File: src/rtl/sn89_wr_queue_if.sv
// rtl/sn89_wr_queue_if.sv - CPU push side and jt89 chip side of sn89_wr_queue
interface sn89_wr_queue_if #(
  parameter int DEPTH_LOG2 = 3
);
  logic                  clk_en;
  logic                  cpu_wr;
  logic                  cpu_sel;
  logic [7:0]            cpu_data;
  logic                  clr_ovf;
  logic                  sn1_rdy;
  logic                  sn2_rdy;
  logic [7:0]            sn_din;
  logic                  sn1_wr_n;
  logic                  sn2_wr_n;
  logic [DEPTH_LOG2:0]   count;
  logic                  empty;
  logic                  full;
  logic                  overflow;
  logic                  busy;

  modport master (
    output clk_en, cpu_wr, cpu_sel, cpu_data, clr_ovf, sn1_rdy, sn2_rdy,
    input  sn_din, sn1_wr_n, sn2_wr_n, count, empty, full, overflow, busy
  );

  modport slave (
    input  clk_en, cpu_wr, cpu_sel, cpu_data, clr_ovf, sn1_rdy, sn2_rdy,
    output sn_din, sn1_wr_n, sn2_wr_n, count, empty, full, overflow, busy
  );
endinterface

File: src/rtl/sn89_wr_queue.sv
// rtl/sn89_wr_queue.sv - buffered SN76489 write queue with bit-reversed, clk_en-timed wr_n strobes
// A {sel,data} FIFO drained by a four-state FSM that paces each chip write on clk_en and ready.
module sn89_wr_queue #(
  parameter int DEPTH_LOG2 = 3,
  parameter int STROBE_LEN = 2
) (
  input  logic           clk_sys,
  input  logic           reset,
  sn89_wr_queue_if.slave bus
);
  localparam int                    DEPTH     = 1 << DEPTH_LOG2;
  localparam logic [DEPTH_LOG2:0]   FULL_CNT  = (DEPTH_LOG2 + 1)'(DEPTH);
  localparam logic [DEPTH_LOG2:0]   CNT_ONE   = (DEPTH_LOG2 + 1)'(1);
  localparam logic [DEPTH_LOG2-1:0] PTR_ONE   = DEPTH_LOG2'(1);
  localparam logic [3:0]            LAST_TICK = 4'(STROBE_LEN);

  typedef enum logic [1:0] {IDLE, SETUP, STROBE, WAIT_RDY} state_t;

  state_t                state, state_nx;
  logic [8:0]            mem [DEPTH];
  logic [DEPTH_LOG2-1:0] wr_ptr, rd_ptr;
  logic [DEPTH_LOG2:0]   count, count_nx;
  logic                  empty, full, overflow;
  logic                  push, pop;
  logic [8:0]            head;
  logic                  sel, sel_nx;
  logic [7:0]            din, din_nx;
  logic [3:0]            tick, tick_nx;
  logic                  busy, wr1_n, wr2_n;
  logic                  rdy;

  // full is sampled as registered, so a same-cycle pop never makes room for a push
  assign push = bus.cpu_wr && !full;
  assign pop  = (state == IDLE) && !empty;
  assign head = mem[rd_ptr];
  assign rdy  = sel ? bus.sn2_rdy : bus.sn1_rdy;

  always_comb begin
    count_nx = count;
    if (push && !pop)
      count_nx = count + CNT_ONE;
    else if (pop && !push)
      count_nx = count - CNT_ONE;
  end

  always_ff @(posedge clk_sys) begin
    if (push)
      mem[wr_ptr] <= {bus.cpu_sel, bus.cpu_data};
  end

  always_ff @(posedge clk_sys or posedge reset) begin
    if (reset) begin
      wr_ptr   <= '0;
      rd_ptr   <= '0;
      count    <= '0;
      empty    <= 1'b1;
      full     <= 1'b0;
      overflow <= 1'b0;
    end else begin
      if (push)
        wr_ptr <= wr_ptr + PTR_ONE;
      if (pop)
        rd_ptr <= rd_ptr + PTR_ONE;
      count <= count_nx;
      empty <= (count_nx == '0);
      full  <= (count_nx == FULL_CNT);
      if (bus.cpu_wr && full)
        overflow <= 1'b1;
      else if (bus.clr_ovf)
        overflow <= 1'b0;
    end
  end

  always_comb begin
    state_nx = state;
    sel_nx   = sel;
    din_nx   = din;
    tick_nx  = tick;
    case (state)
      IDLE: begin
        if (!empty) begin
          sel_nx = head[8];
          for (int i = 0; i < 8; i++)
            din_nx[i] = head[7-i];
          state_nx = SETUP;
        end
      end
      SETUP: begin
        if (bus.clk_en && rdy) begin
          state_nx = STROBE;
          tick_nx  = '0;
        end
      end
      STROBE: begin
        if (bus.clk_en) begin
          if (tick + 4'd1 == LAST_TICK) begin
            state_nx = WAIT_RDY;
            tick_nx  = '0;
          end else begin
            tick_nx = tick + 4'd1;
          end
        end
      end
      WAIT_RDY: begin
        // the first tick after the strobe gives the chip time to drop ready
        if (bus.clk_en) begin
          if (tick == '0)
            tick_nx = 4'd1;
          else if (rdy)
            state_nx = IDLE;
        end
      end
      default: state_nx = IDLE;
    endcase
  end

  always_ff @(posedge clk_sys or posedge reset) begin
    if (reset) begin
      state <= IDLE;
      sel   <= 1'b0;
      din   <= '0;
      tick  <= '0;
      busy  <= 1'b0;
      wr1_n <= 1'b1;
      wr2_n <= 1'b1;
    end else begin
      state <= state_nx;
      sel   <= sel_nx;
      din   <= din_nx;
      tick  <= tick_nx;
      busy  <= (state_nx != IDLE);
      wr1_n <= !((state_nx == STROBE) && !sel_nx);
      wr2_n <= !((state_nx == STROBE) && sel_nx);
    end
  end

  assign bus.sn_din   = din;
  assign bus.sn1_wr_n = wr1_n;
  assign bus.sn2_wr_n = wr2_n;
  assign bus.count    = count;
  assign bus.empty    = empty;
  assign bus.full     = full;
  assign bus.overflow = overflow;
  assign bus.busy     = busy;
endmodule
File: src/flat_wrapper.sv
// flat-port wrapper written by rule: the top's interface ports become plain ports
module sn89_wr_queue_flat 
#(
  parameter int DEPTH_LOG2 = 3,
  parameter int STROBE_LEN = 2
)
  (clk_sys, reset, bus_clk_en, bus_cpu_wr, bus_cpu_sel, bus_cpu_data, bus_clr_ovf, bus_sn1_rdy, bus_sn2_rdy, bus_sn_din, bus_sn1_wr_n, bus_sn2_wr_n, bus_count, bus_empty, bus_full, bus_overflow, bus_busy);
  sn89_wr_queue_if #(.DEPTH_LOG2(DEPTH_LOG2)) bus_i ();
  input  logic clk_sys;
  input  logic reset;
  input wire logic [$bits(bus_i.clk_en)-1:0] bus_clk_en;
  input wire logic [$bits(bus_i.cpu_wr)-1:0] bus_cpu_wr;
  input wire logic [$bits(bus_i.cpu_sel)-1:0] bus_cpu_sel;
  input wire logic [$bits(bus_i.cpu_data)-1:0] bus_cpu_data;
  input wire logic [$bits(bus_i.clr_ovf)-1:0] bus_clr_ovf;
  input wire logic [$bits(bus_i.sn1_rdy)-1:0] bus_sn1_rdy;
  input wire logic [$bits(bus_i.sn2_rdy)-1:0] bus_sn2_rdy;
  output wire logic [$bits(bus_i.sn_din)-1:0] bus_sn_din;
  output wire logic [$bits(bus_i.sn1_wr_n)-1:0] bus_sn1_wr_n;
  output wire logic [$bits(bus_i.sn2_wr_n)-1:0] bus_sn2_wr_n;
  output wire logic [$bits(bus_i.count)-1:0] bus_count;
  output wire logic [$bits(bus_i.empty)-1:0] bus_empty;
  output wire logic [$bits(bus_i.full)-1:0] bus_full;
  output wire logic [$bits(bus_i.overflow)-1:0] bus_overflow;
  output wire logic [$bits(bus_i.busy)-1:0] bus_busy;
  assign bus_i.clk_en = bus_clk_en;
  assign bus_i.cpu_wr = bus_cpu_wr;
  assign bus_i.cpu_sel = bus_cpu_sel;
  assign bus_i.cpu_data = bus_cpu_data;
  assign bus_i.clr_ovf = bus_clr_ovf;
  assign bus_i.sn1_rdy = bus_sn1_rdy;
  assign bus_i.sn2_rdy = bus_sn2_rdy;
  assign bus_sn_din = bus_i.sn_din;
  assign bus_sn1_wr_n = bus_i.sn1_wr_n;
  assign bus_sn2_wr_n = bus_i.sn2_wr_n;
  assign bus_count = bus_i.count;
  assign bus_empty = bus_i.empty;
  assign bus_full = bus_i.full;
  assign bus_overflow = bus_i.overflow;
  assign bus_busy = bus_i.busy;
  sn89_wr_queue #(.DEPTH_LOG2(DEPTH_LOG2), .STROBE_LEN(STROBE_LEN)) u_core (.clk_sys(clk_sys), .reset(reset), .bus(bus_i));
endmodule
File: config.mk
export PLATFORM = sky130hd
export DESIGN_NAME = sn89_wr_queue_flat
export DESIGN_NICKNAME = d
export VERILOG_FILES = /design/src/rtl/sn89_wr_queue_if.sv /design/src/rtl/sn89_wr_queue.sv /design/src/flat_wrapper.sv
export SDC_FILE = /design/constraint.sdc
export NUM_CORES = 1
export LEC_CHECK = 0
export ABC_AREA = 1
export CORE_ASPECT_RATIO = 0.7
export CORE_MARGIN = 5
export CORE_UTILIZATION = 39
export CTS_CLUSTER_SIZE = 28
export DETAILED_ROUTE_END_ITERATION = 12
export MAX_ROUTING_LAYER = met4
export SLEW_MARGIN = 25
export SYNTH_ARGS = -nofsm -noshare
export SYNTH_HDL_FRONTEND = slang
export SYNTH_SLANG_ARGS = --single-unit
File: constraint.sdc
create_clock -name clk_sys -period 2.9 [get_ports clk_sys]
set_input_delay 0.29 -clock clk_sys [delete_from_list [all_inputs] [get_ports clk_sys]]
set_output_delay 0.29 -clock clk_sys [all_outputs]
set_load 0.005 [all_outputs]
======== Word-level counts from Yosys, hierarchy flattened ========
Memories as Yosys holds them, arrays and structs flattened.
Cells that the tools add are included.
word-level totals
  bits in registers ....................... 31
  bits in latches ......................... 0
  bits in writable memories ............... 72
  ROM bits ................................ 0
  memories ................................ 1
memories
  name        depth  width  read ports  clocked after Yosys merged registers in  write ports  RTL line             text
  u_core.mem  8      9      1           0                                        1            sn89_wr_queue.sv:20  logic [8:0] mem [DEPTH];
operators by class
  $add $sub $neg .......................... 5
  multiply operators ...................... 0
  div/mod/pow operators ................... 0
  magnitude comparators ................... 0
  eq/ne operators ......................... 10
  shifts and indexed selects .............. 0
  muxes and demuxes ....................... 23
  bitwise logic cells ..................... 1
  reductions and logical operators ........ 23
operators by type and width
  operator               number
  $mux W4                7
  $mux W2                7
  $pmux W4 S3            1
  $add A4 B1 Y4 const B  2
  $logic_and A1 B1 Y1    8
  $logic_not A4 Y1       2
  $pmux W2 S4            1
  $logic_not A1 Y1       7
  $mux W1                7
  $add A3 B1 Y3 const B  2
  $eq A2 B2 Y1 const B   3
  $reduce_and A5 Y1      1
  $eq A4 B2 Y1 const B   1
  $eq A4 B4 Y1 const B   1
  $ne A2 B1 Y1 const B   2
  $ne A2 B2 Y1 const B   2
  $reduce_bool A2 Y1     2
  $sub A4 B1 Y4 const B  1
  $reduce_bool A3 Y1     1
  $eq A2 B1 Y1 const B   1
  $logic_not A2 Y1       1
  $reduce_and A2 Y1      1
  $not A1 Y1             1

======== Depth between registers and ports, before layout ========
  depth after elaboration ................. 8
  gate-level depth with buffers ........... 10

======== Worst setup path before layout ========
OpenSTA, ideal clock, no wires.
  path kind ............................... flip-flop to flip-flop
  start ................................... reg u_core.full (netlist: u_core.bus.full)
  end ..................................... mem u_core.mem[4][0], enable pin
  arrival time ............................ 1279 ps
  required time ........................... 2526 ps
  setup slack ............................. 1247 ps
  cell stages (with the launch flop) ...... 5
  buffers on the path ..................... 0
  clock period less this slack ............ 1653 ps
  path through ............................ dfrtp_1 inv_1 nand2_1 or2_2 nor2_1
on the way
  longest elaborated chain between the ends .. 4
RTL lines
  element                        RTL line             text
  start: declaration             sn89_wr_queue.sv:23  logic empty, full, overflow;
  start signal: assignment       sn89_wr_queue.sv:66  full <= (count_nx == FULL_CNT);
  $logic_not A1 Y1               sn89_wr_queue.sv:33  assign push = bus.cpu_wr && !full;
  $logic_and A1 B1 Y1            sn89_wr_queue.sv:33
  $mux W1                        sn89_wr_queue.sv:47  if (push)
  $mux W1 (implied by the code)  sn89_wr_queue.sv:48  mem[wr_ptr] <= {bus.cpu_sel, bus.cpu_data};
  end: declaration               sn89_wr_queue.sv:20
Every way passes these cells.

======== Worst setup path after layout ========
  start ................................... reg u_core.full (netlist: u_core.bus.full)
  end ..................................... mem u_core.mem[0][0], enable pin
The elaborated chain is that of the path after synthesis.

==> out/metrics.yaml <==
power:
  power.share.clock_pct: 24.8
  intPower_w: 0.00340
  power_frac_comb_pct: 34.2
  p_per_area_nw_per_um2: 1020
  switching_share_pct: 36.4
  seqPwrFrac_pct: 41.0
  p_leak_nw: 2.04
  max-vdd-ir-drop_mv: 0.368
  switchingPower_w: 0.00195
worst_setup_path:
  cp-start-kind: "flop"
  r2r_start: "u_core.bus.full"
  required_ps: 2870
  crit_end: "u_core.mem[0][0]"
  r2r_slack_ps: 1000
  slowest_delay_ps: 610
  reg2reg_to: "u_core.mem[0][0]"
  crit_type: "reg2reg"
  path_max_fanout: 9
  cp.arrival_ps: 1870
  endpoint_kind: "flop"
  startpoint: "u_core.bus.full"
  crit_path_cell_trace: "inv_1 > nand2_1 > or2_2 > nor2_1"
  slowest_stage: "nor2_1"
  worstRegToRegCells: 4
drt:
  totalWireLength_um: 9440
  antenna_left: 0
  routedWlPerCell_um: 15.7
  vias: 2883
  first_iter_violations: 185
  first_pass_iters: 4
  drc: 0
  avgViaCountPerCell: 4.80
timing:
  setup_violations: 0
  hold_viol: 0
  period_minus_slack_ps: 1900
  tns_ps: 0
  slew_headroom_pct: 47.9
  worst_pin_slew_ps: 778
  finClkSkew_ps: 12.1
  max_freq_mhz: 527
  worst_slack_ps: 1000
  slew_viol_final: 0
  min_period_over_period_pct: 65.5
  rsz0062_at_grt: "no"
yosys:
  synthCells: 407
  yosysMostFrequentCell: "nand2_1"
  yosysTopAreaCellShare_pct: 49.0
  netlist_area_um2: 4410
  synth-main-ff-cell: "edfxtp_1"
  synth_cell_type_count: 27
  avgSynthCellArea_um2: 10.8
  synth_area_leader_cell: "edfxtp_1"
  ys_ff_latch: 103
  synth-async-reset-ratio_pct: 30.1
  syn-num-nets: 430
  synthTopCellsByCount: "nand2_1, edfxtp_1, nor2_1"
  synth-edff-count: 72
  yosys_warnings: 0
  synthTopCellsByArea: "edfxtp_1, dfrtp_1, nand2_1"
  yosysSeqAreaShare_pct: 66.7
floorplan:
  initial_core_util_pct: 39.9
  die_area_um2: 13600
  rows: 32
  coreArea_um2: 11100
  fp.dieW_um: 137
  die_y_um: 99
  pin_count: 34
global_route:
  use_met1_pct: 21.2
  grt_pass1_wl_um: 14900
  antenna_found_initial: 0
  grt_max_degree: 38
  grt_util_met3_pct: 3.98
  overflow: 0
  busiest_layer: "met2"
  grt_use_met2_pct: 22.0
  grt.total_usage_pct: 15.3
  grt_pass1_vias: 2822
cts:
  postCtsHoldBufs: 0
  cts_tree: "done"
  h-tree-depth: 3
  post-cts-setup-buffers: 0
  cts_made_buffers: 9
  clk_latency_ps: 340
  cts-root-buf: "clkbuf_16"
  path_clk_slew_ps: 70
  cts_buffer_depth: 2
  cts_sinks: 103
  ctsResizeCount: 0
finish:
  synthToLayoutAreaGrowth_pct: 18.7
  final_cells: 601
  postLayoutCellArea_um2: 5240
  finalNetCount: 466
  drive_above_1_share_pct: 9.38
  nFillCells: 1026
  antennaDiodeCount: 0
placement:
  place_area_um2: 4910
  hpwl_um: 6610
  place_inst: 585
  port-buffer-count: 33
  gp_congestion: 0.803
  dpl_worst_slack_ps: 625
hold_path:
  hp-class: "in2async"
status:
  status: "completed"
job:
  maxCapViolCount: 0
## cell type report
| type | instances | area [um^2] | share of cell area, % |
|---|---|---|---|
| clock buffer | 9 | 225 | 4.30 |
| clock inverter | 7 | 104 | 1.98 |
| inverter | 35 | 131 | 2.51 |
| multi-input combinational | 255 | 1270 | 24.2 |
| sequential | 103 | 2940 | 56.2 |
| tap | 153 | 191 | 3.66 |
| timing repair buffer | 39 | 375 | 7.17 |
## registers in the layout (all words and copies together), names as in the netlist
register             flops
u_core.state             2
u_core.bus.sn_din        8
u_core.bus.count         4
u_core.bus.sn2_wr_n      1
u_core.bus.overflow      1
u_core.rd_ptr            3
u_core.tick              4
u_core.bus.sn1_wr_n      1
u_core.wr_ptr            3
u_core.bus.empty         1
u_core.bus.full          1
u_core.bus.busy          1
u_core.mem              72
u_core.sel               1
## layer usage
metal | vias to the layer above | wire length (um)
met5 | - | 0
met4 | 0 | 91
met3 | 6 | 709
met2 | 70 | 4220
met1 | 1362 | 4420
li1 | 1445 | -
## logic make-up after synthesis
group	count (synthesis)	synth area share [%]
and+or+nand+nor	183	17.9
xor gates and xnor gates	4	0.794
buffers and inverters	49	4.62
DFF	103	66.7
AOI/OAI and AO/OA	61	8.00
adders and majority gates	7	1.98
## cells in the final DEF, fill, tap and decap left out
master,netlist,routed
nand2_1,76,76
edfxtp_1,72,72
nor2_1,66,66
o21ai_0,33,33
clkdlybuf4s50_1,0,33
inv_1,31,31
dfrtp_1,28,28
nand3_1,23,23
o211ai_1,16,16
o21ai_1,11,11
clkbuf_16,0,9
ha_1,7,7
buf_4,2,6
nand2_2,4,4
nand4_1,4,4
xor2_1,4,4
inv_2,3,3
nor2_2,3,3
dfstp_2,3,3
nand2_4,2,2
bufinv_16,0,2
inv_8,0,2
o211ai_2,1,1
clkinv_1,1,1
nor2_4,1,1
nand3b_4,1,1
nand3_2,1,1
nor3_1,1,1
or2_2,1,1
clkinv_2,0,1
clkinvlp_4,0,1
inv_6,0,1
## critical path: cells and delay by family, from the launching register on
| family | cells | cell delay, ps |
|---|---|---|
| buffers and inverters | 1 | 60 |
| flip-flops | 1 | 390 |
| AND/OR/NAND/NOR | 3 | 1090 |
## how the worst min path moves through the flow
| stage | end | cells after the start |
|---|---|---|
| floorplan | u_core.bus.busy | 1 |
| global placement | u_core.bus.sn_din[5] | 2 |
| detailed placement | u_core.bus.sn_din[5] | 2 |
| CTS | u_core.wr_ptr[1] | 3 |
| global route | u_core.bus.count[3] | 3 |
| finish | u_core.bus.sn_din[1] | 3 |
## through the flow
step,total power [W],hold WS (ps),util (%)
global placement,0.00403,462,44.4
detailed placement,0.00407,466,44.4
CTS,0.00542,353,47.4
floorplan,0.00341,389,-
global route,0.00574,384,47.4
finish,0.00535,349,47.4
## power groups by stage
stage	sequential, W	clock, W	combinational (W)
4_1_cts	0.00219	0.00136	0.00186
6_report	0.00219	0.00133	0.00183
3_5_place_dp	0.00222	0	0.00185
3_3_place_gp	0.00221	0	0.00181
2_1_floorplan	0.00213	0	0.00128
5_1_grt	0.00224	0.00141	0.00209
Power figures use the tool's default switching activity.
